**src/rtl/result_accum_pack_if.sv**
```systemverilog
// result_accum_pack_if
// Bundles the psum handshake from the PE array, the per-layer controls
// (layer_start, bias, flush) and the write port into the result memory.
// slave is the view of result_accum_pack; master is the view of whoever drives it.
interface result_accum_pack_if #(
    parameter int CNT_W = 16
);
    logic             layer_start;
    logic             psum_valid;
    logic [31:0]      psum_data;
    logic             psum_ready;
    logic [31:0]      bias;
    logic             flush;
    logic             write_result_signal;
    logic [31:0]      write_result_data;
    logic [CNT_W-1:0] result_count;

    modport master (
        output layer_start, psum_valid, psum_data, bias, flush,
        input  psum_ready, write_result_signal, write_result_data, result_count
    );

    modport slave (
        input  layer_start, psum_valid, psum_data, bias, flush,
        output psum_ready, write_result_signal, write_result_data, result_count
    );
endinterface

```
**src/rtl/result_accum_pack.sv**
```systemverilog
// result_accum_pack
// Accumulates ACC_CNT signed partial sums per output pixel (seeded with a
// per-pixel bias), rescales by an arithmetic right shift, saturates to 16 bits
// and packs two pixels per 32-bit word for the result memory.
// Build option: define RESULT_RELU_EN to clamp pixels to [0, 32767] (ReLU);
// otherwise pixels saturate to the signed range [-32768, 32767].
module result_accum_pack #(
    parameter int ACC_CNT = 3,
    parameter int SHIFT   = 8,
    parameter int CNT_W   = 16
) (
    input logic                clk,
    input logic                rst,
    result_accum_pack_if.slave bus
);
    localparam int               IDX_W    = (ACC_CNT > 1) ? $clog2(ACC_CNT) : 1;
    localparam logic [IDX_W-1:0] LAST_IDX = IDX_W'(ACC_CNT - 1);

    typedef enum logic [1:0] {
        ACCUM,
        POST,
        WRITE
    } state_t;

    state_t             state;
    logic signed [39:0] acc;
    logic [IDX_W-1:0]   psum_idx;
    logic               half_sel;
    logic [15:0]        low_hold;
    logic               write_result_signal;
    logic [31:0]        write_result_data;
    logic [CNT_W-1:0]   result_count;

    logic               flush_take;
    logic               psum_ready;
    logic               xfer;
    logic signed [39:0] psum_ext;
    logic signed [39:0] bias_ext;
    logic signed [39:0] acc_sum;
    logic signed [39:0] shifted;
    logic [15:0]        sat_val;

    // A flush only makes sense between pixels with a lone low half waiting;
    // it steals the cycle, so no psum is taken alongside it.
    assign flush_take = (state == ACCUM) && bus.flush && !bus.layer_start &&
                        (psum_idx == '0) && half_sel;
    assign psum_ready = (state == ACCUM) && !bus.layer_start && !flush_take;
    assign xfer       = bus.psum_valid && psum_ready;

    assign psum_ext = {{8{bus.psum_data[31]}}, bus.psum_data};
    assign bias_ext = {{8{bus.bias[31]}}, bus.bias};
    assign acc_sum  = ((psum_idx == '0) ? bias_ext : acc) + psum_ext;
    assign shifted  = acc >>> SHIFT;

    assign bus.psum_ready          = psum_ready;
    assign bus.write_result_signal = write_result_signal;
    assign bus.write_result_data   = write_result_data;
    assign bus.result_count        = result_count;

    // Rescaled accumulator clipped to a 16-bit pixel (ReLU or signed saturation).
    always_comb begin
        sat_val = shifted[15:0];
`ifdef RESULT_RELU_EN
        if (shifted < 40'sd0) begin
            sat_val = 16'h0000;
        end else if (shifted > 40'sd32767) begin
            sat_val = 16'h7FFF;
        end
`else
        if (shifted > 40'sd32767) begin
            sat_val = 16'h7FFF;
        end else if (shifted < -40'sd32768) begin
            sat_val = 16'h8000;
        end
`endif
    end

    // Pixel FSM: accumulate psums, post-process one cycle, emit a packed word.
    always_ff @(posedge clk or posedge rst) begin
        if (rst) begin
            state               <= ACCUM;
            acc                 <= '0;
            psum_idx            <= '0;
            half_sel            <= 1'b0;
            low_hold            <= '0;
            write_result_signal <= 1'b0;
            write_result_data   <= '0;
            result_count        <= '0;
        end else if (bus.layer_start) begin
            state               <= ACCUM;
            acc                 <= '0;
            psum_idx            <= '0;
            half_sel            <= 1'b0;
            low_hold            <= '0;
            write_result_signal <= 1'b0;
            write_result_data   <= '0;
            result_count        <= '0;
        end else begin
            write_result_signal <= 1'b0;
            write_result_data   <= '0;
            case (state)
                ACCUM: begin
                    if (flush_take) begin
                        write_result_signal <= 1'b1;
                        write_result_data   <= {16'h0000, low_hold};
                        result_count        <= result_count + 1'b1;
                        half_sel            <= 1'b0;
                        state               <= WRITE;
                    end else if (xfer) begin
                        acc <= acc_sum;
                        if (psum_idx == LAST_IDX) begin
                            psum_idx <= '0;
                            state    <= POST;
                        end else begin
                            psum_idx <= psum_idx + 1'b1;
                        end
                    end
                end
                POST: begin
                    if (!half_sel) begin
                        low_hold <= sat_val;
                        half_sel <= 1'b1;
                        state    <= ACCUM;
                    end else begin
                        write_result_signal <= 1'b1;
                        write_result_data   <= {sat_val, low_hold};
                        result_count        <= result_count + 1'b1;
                        half_sel            <= 1'b0;
                        state               <= WRITE;
                    end
                end
                WRITE: begin
                    state <= ACCUM;
                end
                default: begin
                    state <= ACCUM;
                end
            endcase
        end
    end
endmodule

```
**src/flat_wrapper.sv**
```systemverilog
// flat-port wrapper written by rule: the top's interface ports become plain ports
module result_accum_pack_flat 
#(
    parameter int ACC_CNT = 3,
    parameter int SHIFT   = 8,
    parameter int CNT_W   = 16
)
  (clk, rst, bus_layer_start, bus_psum_valid, bus_psum_data, bus_bias, bus_flush, bus_psum_ready, bus_write_result_signal, bus_write_result_data, bus_result_count);
  result_accum_pack_if #(.CNT_W(CNT_W)) bus_i ();
  input logic clk;
  input logic rst;
  input wire logic [$bits(bus_i.layer_start)-1:0] bus_layer_start;
  input wire logic [$bits(bus_i.psum_valid)-1:0] bus_psum_valid;
  input wire logic [$bits(bus_i.psum_data)-1:0] bus_psum_data;
  input wire logic [$bits(bus_i.bias)-1:0] bus_bias;
  input wire logic [$bits(bus_i.flush)-1:0] bus_flush;
  output wire logic [$bits(bus_i.psum_ready)-1:0] bus_psum_ready;
  output wire logic [$bits(bus_i.write_result_signal)-1:0] bus_write_result_signal;
  output wire logic [$bits(bus_i.write_result_data)-1:0] bus_write_result_data;
  output wire logic [$bits(bus_i.result_count)-1:0] bus_result_count;
  assign bus_i.layer_start = bus_layer_start;
  assign bus_i.psum_valid = bus_psum_valid;
  assign bus_i.psum_data = bus_psum_data;
  assign bus_i.bias = bus_bias;
  assign bus_i.flush = bus_flush;
  assign bus_psum_ready = bus_i.psum_ready;
  assign bus_write_result_signal = bus_i.write_result_signal;
  assign bus_write_result_data = bus_i.write_result_data;
  assign bus_result_count = bus_i.result_count;
  result_accum_pack #(.ACC_CNT(ACC_CNT), .SHIFT(SHIFT), .CNT_W(CNT_W)) u_core (.clk(clk), .rst(rst), .bus(bus_i));
endmodule
```
**config.mk**
```make
export PLATFORM = sky130hd
export DESIGN_NAME = result_accum_pack_flat
export DESIGN_NICKNAME = d
export VERILOG_FILES = /design/src/rtl/result_accum_pack_if.sv /design/src/rtl/result_accum_pack.sv /design/src/flat_wrapper.sv
export SDC_FILE = /design/constraint.sdc
export NUM_CORES = 1
export LEC_CHECK = 0
export BUFFER_PORTS_ARGS = -buffer_cell sky130_fd_sc_hd__buf_2
export CAP_MARGIN = 20
export CORE_MARGIN = 10
export CORE_UTILIZATION = 55
export CTS_CLUSTER_SIZE = 40
export DETAILED_ROUTE_END_ITERATION = 10
export PLACE_DENSITY = 0.89
export SLEW_MARGIN = 20
export SYNTH_ARGS = -nofsm -noshare
export SYNTH_HDL_FRONTEND = slang
export SYNTH_SLANG_ARGS = --single-unit
```
**constraint.sdc**
```tcl
create_clock -name clk -period 5 [get_ports clk]
set_input_delay 1 -clock clk [delete_from_list [all_inputs] [get_ports clk]]
set_output_delay 1 -clock clk [all_outputs]
set_load 0.01 [all_outputs]
```
==> flow_summary.ini, run 1 <==
[global_routing]
grt_pass1_wl_um = 29300
grt_usage_pct = 21.0
grt_max_degree = 77
overflow = 0
antenna_found_initial = 0
grt_pass1_vias = 6096

[routing]
ant_nets = 0
wl_um = 17700
viasPerCell = 5.93
drt_iter0_drc = 661
firstDrtPassIters = 5
wl_per_cell_um = 16.8
drc = 0
num_vias = 6269

[cts]
numCtsBuffers = 9
cts_resized = 0
cts_buffer_depth = 2
root_buffer = clkbuf_16
cts_setup_buffers = 0
h-tree-depth = 3
clock_sinks = 110
path_clk_slew_ns = 0.08
worstSkewPairLatency_ns = 0.36
postCtsHoldBufs = 0
cts_tree = yes

[pwr]
cellInternalPower_uw = 1610
power_frac_seq_pct = 39.8
swShare_pct = 36.5
clock_power_share_pct = 28.3
cellLeakagePower_uw = 0.00388
power_frac_comb_pct = 31.9
switchingPower_uw = 927
power_density_nw_per_um2 = 327
power.total_uw = 2540
ir_drop_mv = 0.184

[worst_setup_path]
path_class = flip-flop to flip-flop
timing.rr.start = u_core.psum_idx[1]$_DFFE_PP0P_
path_max_fanout = 41
start_kind = flip-flop
reg2reg_slack_ns = 1.25
crit_slowest_cell = or2_2
r2r-end = u_core.acc[32]$_DFFE_PP0P_
cp_top_family = compound AO/OA/AOI/OAI gates
max_stage_delay_ns = 0.70
worst_setup_path_end_kind = flip-flop
path_buf_inv = 1
crit_arrival_ns = 3.94
crit_chain = or2_2 -> nand2_1 -> nand2_1 -> ha_1 -> inv_1 -> fa_1 -> nand2b_1 -> a21oi_1 -> o31ai_2 -> a21oi_1 -> a41oi_1 -> o31a_1 -> xor2_1 -> o21ai_1
rr_worst_depth = 14
worst-endpoint-required_ns = 5.20

[synth]
yosysTopAreaCellShare_pct = 40.7
ys_seq_area_share_pct = 40.7
syn-num-nets = 920
synth_most_common_cell = nand2_1
synth_mux_area_share_pct = 0.296
synth_top_family_by_area = simple AND/OR/NAND/NOR gates
synth-main-ff-cell = dfrtp_1
synth_cell_types = 55
syn_area_um2 = 6770
synthXorXnorAreaFrac_pct = 5.31
async_flop_share_pct = 100
synth-edff-count = 0
yosys-top-cells-count = nand2_1, dfrtp_1, nor2_1
ys_seq_elements = 110
synth_simple_gate_area_share_pct = 21.9
synth_top_area_cell = dfrtp_1
avgSynthCellArea_um2 = 8.37
synthesis.instances = 808
synth_compound_area_share_pct = 20.7
ys_top_cells_by_area = dfrtp_1, nand2_1, ha_1
yosysWarnings = 0
synth_fa_ha_area_share_pct = 8.06

[placement]
gp_congestion = 0.937
dp.cells = 1042
dp_hpwl_um = 13200
portBuffers = 118
dpl_worst_slack_ns = 1.36

[timing]
slew-limit-headroom_pct = 25.9
rsz0062_at_grt = false
fmax_ghz = 0.267
fin_worst_skew_ns = 0.00641
setup_viol = 0
finalHoldViolations = 0
finalCritPeriodShare_pct = 74.9
min_period_ns = 3.75
drv_slew = 0
fin_ws_ns = 1.25
final.setup.tns_ns = 0
tightest_slew_ns = 1.11

[finish]
area_growth_pct = 14.7
post-route-util_pct = 64.6
antenna_cells = 0
nets = 1018
fin_cells = 1058
drive_above_1_share_pct = 16.6

[run_status]
status = finished clean

[flow_run]
cap_violations = 0

[min_path]
hold_start = u_core.low_hold[11]$_DFFE_PP0P_
min_path_cells = 1
hold_path_class = flip-flop to flip-flop
holdPathEnd = u_core.bus.write_result_data[11]$_DFF_PP0_

[floorplanning]
io_pins = 119
core_area_um2 = 12000
core.rowCount = 40
fp.dieArea_um2 = 17100
start_util_pct = 56.3
die_y_um = 131
die_w_um = 131
logic make-up (layout without fill, tap and decap cells):
| family | after synthesis | in the layout |
|---|---|---|
| AO/OA/AOI/OAI | 221 | 221 |
| XOR/XNOR | 41 | 41 |
| adder cells (fa/ha/maj) | 43 | 43 |
| buffers and inverters | 54 | 157 |
| flip-flops | 110 | 110 |
| multiplexers | 2 | 2 |
| AND/OR/NAND/NOR | 337 | 337 |
cell type report:
class | instances | area, um^2
fillers | 1008 | 4250
multi-input cells | 644 | 3830
flip-flops and latches | 110 | 2750
repair buffers | 122 | 621
clock buffers | 9 | 225
well taps | 147 | 184
clock inverters | 7 | 77.6
inverters | 19 | 73.8
flip-flops by register name, indices dropped and copies added, names as in the netlist:
signal,flops
u_core.bus.write_result_signal,1
u_core.psum_idx,2
u_core.state,2
u_core.acc,40
u_core.half_sel,1
u_core.low_hold,16
u_core.bus.write_result_data,32
u_core.bus.result_count,16
worst max path at each step:
stage                                        start                          to  slack (ns)  depth (start not counted)
global placement    u_core.psum_idx[0]$_DFFE_PP0P_  u_core.acc[32]$_DFFE_PP0P_        1.42                         14
global route        u_core.psum_idx[0]$_DFFE_PP0P_  u_core.acc[32]$_DFFE_PP0P_        0.98                         14
floorplan                                      rst   u_core.acc[0]$_DFFE_PP0P_        1.10                          1
CTS                 u_core.psum_idx[1]$_DFFE_PP0P_  u_core.acc[32]$_DFFE_PP0P_        1.32                         14
detailed placement  u_core.psum_idx[1]$_DFFE_PP0P_  u_core.acc[32]$_DFFE_PP0P_        1.36                         14
finish              u_core.psum_idx[1]$_DFFE_PP0P_  u_core.acc[32]$_DFFE_PP0P_        1.25                         14
routing by layer:
metal / GRT usage, % / share of wire (%)
met5: 0 / 0
met3: 3.59 / 8.1
met2: 33.8 / 45
met1: 28.0 / 44
met4: 7.33 / 3.0
power groups by stage:
stage	Clock [uW]	Combinational, uW	Sequential [uW]
final	718	810	1010
after global routing	759	904	1020
after CTS	725	796	1010
after detailed placement	0	788	1020
after global placement	0	772	1020
after floorplan	0	604	1000
per-stage QoR:
step | cell area [um^2] | hold WS (ns)
2_1_floorplan | 6770 | 0.450
3_3_place_gp | 7450 | 0.460
3_5_place_dp | 7450 | 0.466
4_1_cts | 7760 | 0.486
5_1_grt | 7760 | 0.493
6_report | 7760 | 0.486
placed cells by master (no fill, tap or decap), types with 4 or more instances in the layout:
master,synthesis,final
a32o_1,7,7
and2_1,19,19
o21ai_0,61,61
nand2_1,175,175
nor2_1,74,74
dfrtp_1,110,110
nand4_1,16,16
buf_2,2,118
o21bai_1,7,7
a211oi_1,19,19
nand3_1,12,12
ha_1,42,42
a21o_1,18,18
inv_1,19,18
o21a_1,8,8
xor2_1,19,19
a21oi_1,67,66
xnor2_1,22,22
buf_4,0,4
clkbuf_16,0,9
or3_1,9,9
nor2b_1,7,6
nor3_1,6,6
nor4_1,5,5
o31ai_1,7,7
Power figures use the tool's default switching activity.
==> run 2, diff against run 1 <==
- clock period: 5 -> 3.6 ns (I/O delays scaled with it)
==> run 2 against run 1 <==
  * Sequential power up 39%
  * Largest cell class unchanged
  * Die area stayed put
  * Clock power up 43%
  * Sequential share of layout area down 0.40 points
  * Worst hold slack worse by 0.00072 ns
  * Via count down 1.2%
  * Clock skew rose by 0.0043 ns
  * Total power increased by 41%
  * Critical path depth decreased by 1
  * First-iteration DRC count decreased by 16%
  * Cell area up 1.1%
==> flow_summary.ini, run 2 (same netlist as run 1, synthesis figures left out) <==
[run_status]
status = finished clean

[timing]
setup_viol = 0
fin_worst_skew_ns = 0.0107
tightest_slew_ns = 0.750
drv_slew = 0
rsz0062_at_grt = false
final.setup.tns_ns = 0
min_period_ns = 3.48
hold_slack_ns = 0.485
slew-limit-headroom_pct = 49.9
finalCritPeriodShare_pct = 96.6
fmax_ghz = 0.287
finalHoldViolations = 0

[pwr]
cellLeakagePower_uw = 0.00391
power_frac_seq_pct = 39.1
switchingPower_uw = 1270
power_density_nw_per_um2 = 457
swShare_pct = 35.5
clock_power_share_pct = 28.8
power_frac_comb_pct = 32.2
ir_drop_mv = 0.270
cellInternalPower_uw = 2310

[floorplanning]
io_pins = 119
die_y_um = 131
core.rowCount = 40
fp.dieArea_um2 = 17100
die_w_um = 131
start_util_pct = 56.3
core_area_um2 = 12000

[cts]
worstSkewPairLatency_ns = 0.36
path_clk_slew_ns = 0.07
numCtsBuffers = 9
cts_buffer_depth = 2
postCtsHoldBufs = 0
cts_tree = yes
clock_sinks = 110
root_buffer = clkbuf_16
h-tree-depth = 3

[min_path]
hold_start = u_core.low_hold[5]$_DFFE_PP0P_
holdPathEnd = u_core.bus.write_result_data[5]$_DFF_PP0_
min_path_cells = 1
hold_path_class = flip-flop to flip-flop

[global_routing]
grt_pass1_vias = 5845
grt_usage_pct = 20.6
overflow = 0
grt_pass1_wl_um = 28600
grt_max_degree = 111
antenna_found_initial = 0

[worst_setup_path]
path_class = flip-flop to flip-flop
crit_slowest_cell = dfrtp_1
worst_setup_path_end_kind = flip-flop
max_stage_delay_ns = 0.45
worst-endpoint-required_ns = 3.84
reg2reg_slack_ns = 0.12
timing.rr.start = u_core.psum_idx[0]$_DFFE_PP0P_
start_kind = flip-flop
crit_arrival_ns = 3.72
path_max_fanout = 23
cpMostUsedCell = nand2_1
crit_chain = or2_4 -> buf_4 -> nand2_1 -> nand2_1 -> ha_1 -> nand2_1 -> nor3_1 -> inv_1 -> a2111oi_4 -> o22ai_1 -> o2111ai_2 -> nand4_1 -> a32o_1
rr_worst_depth = 13
r2r-end = u_core.acc[39]$_DFFE_PP0P_

[finish]
area_growth_pct = 16.0
multi_input_area_um2 = 3850
reg.largest.list = u_core.acc x40, u_core.bus.write_result_data x32
regMostFlops = u_core.acc
seq_area_um2 = 2750
layout_common_cells = nand2_1, buf_2, dfrtp_1
largest_reg_flops = 40
antenna_cells = 0
fillers = 1008
drive_above_1_share_pct = 17.4
nets = 1025
layout_commonest_cell = nand2_1
stdcell_area_um2 = 7850

[routing]
highest_layer = met4
wl_met2_um = 8040
firstDrtPassIters = 5
drt_iter0_drc = 552
wl_um = 17800
wl_per_cell_um = 16.7
drc = 0
viasPerCell = 5.82
route.met3.wl_um = 1440
met1_length_um = 7960
ant_nets = 0
num_vias = 6192

[placement]
gp_congestion = 0.989
dp_hpwl_um = 13300
portBuffers = 118
dpl-instance-area_um2 = 7520

[flow_run]
cap_violations = 0
## run 2: changes by cell type in the layout (fill, tap and decap cells not counted), sizes merged
cell,before,now
bufinv,0,1
buf,122,129
clkinv,4,0
clkinvlp,0,3
inv,22,21
## run 2: layout make-up
class | instances | share of cell area (%)
clock buffers | 9 | 2.87
clock inverters | 6 | 1.00
inverters | 19 | 0.956
multi-input cells | 644 | 49.0
flip-flops and latches | 110 | 35.1
well taps | 147 | 2.34
repair buffers | 129 | 8.73
## run 2: power groups by stage
stage / clock [uW] / combinational [uW] / sequential, uW
after detailed placement: 0 / 1110 / 1420
after CTS: 1040 / 1120 / 1400
after global placement: 0 / 1090 / 1420
final: 1030 / 1150 / 1400
after global routing: 1090 / 1290 / 1410
after floorplan: 0 / 840 / 1390
## run 2: routing by layer
| metal | global-route usage [%] | up-vias |
|---|---|---|
| met5 | 0 | - |
| met4 | 5.56 | 0 |
| met3 | 4.67 | 33 |
| met2 | 32.3 | 254 |
| met1 | 28.2 | 2874 |
| li1 | - | 3031 |
## run 2: worst max-delay path, delay by kind of cell (launching register included)
kind,cells,cell delay (ns)
buf+inv,2,0.36
fa+ha+maj,1,0.36
simple gates,6,1.06
compound gates,4,1.13
flops,1,0.45
## run 2: worst max path at each step
stage	slack, ns	from	to
3_3_place_gp	0.18	u_core.psum_idx[0]$_DFFE_PP0P_	u_core.acc[39]$_DFFE_PP0P_
6_report	0.12	u_core.psum_idx[0]$_DFFE_PP0P_	u_core.acc[39]$_DFFE_PP0P_
2_1_floorplan	0.35	u_core.psum_idx[0]$_DFFE_PP0P_	u_core.acc[38]$_DFFE_PP0P_
5_1_grt	0.003	u_core.psum_idx[0]$_DFFE_PP0P_	u_core.acc[38]$_DFFE_PP0P_
4_1_cts	0.04	u_core.psum_idx[0]$_DFFE_PP0P_	u_core.acc[39]$_DFFE_PP0P_
3_5_place_dp	0.07	u_core.psum_idx[0]$_DFFE_PP0P_	u_core.acc[39]$_DFFE_PP0P_
## run 2: repair_timing
item                                    CTS  global route
resized for setup                         0             3
endpoints found under the setup margin    0            11
buffers inserted                          0             0
## run 2: metrics by stage
step                      cells  utilization, %  power, uW  setup WS, ns
after CTS                  1064            65.1       3560        0.0418
after floorplan             808               -       2230         0.348
after detailed placement   1049            62.6       2530        0.0721
after global routing       1064            65.4       3790       0.00284
after global placement     1049            62.6       2500         0.180
final                      1064            65.4       3590         0.121
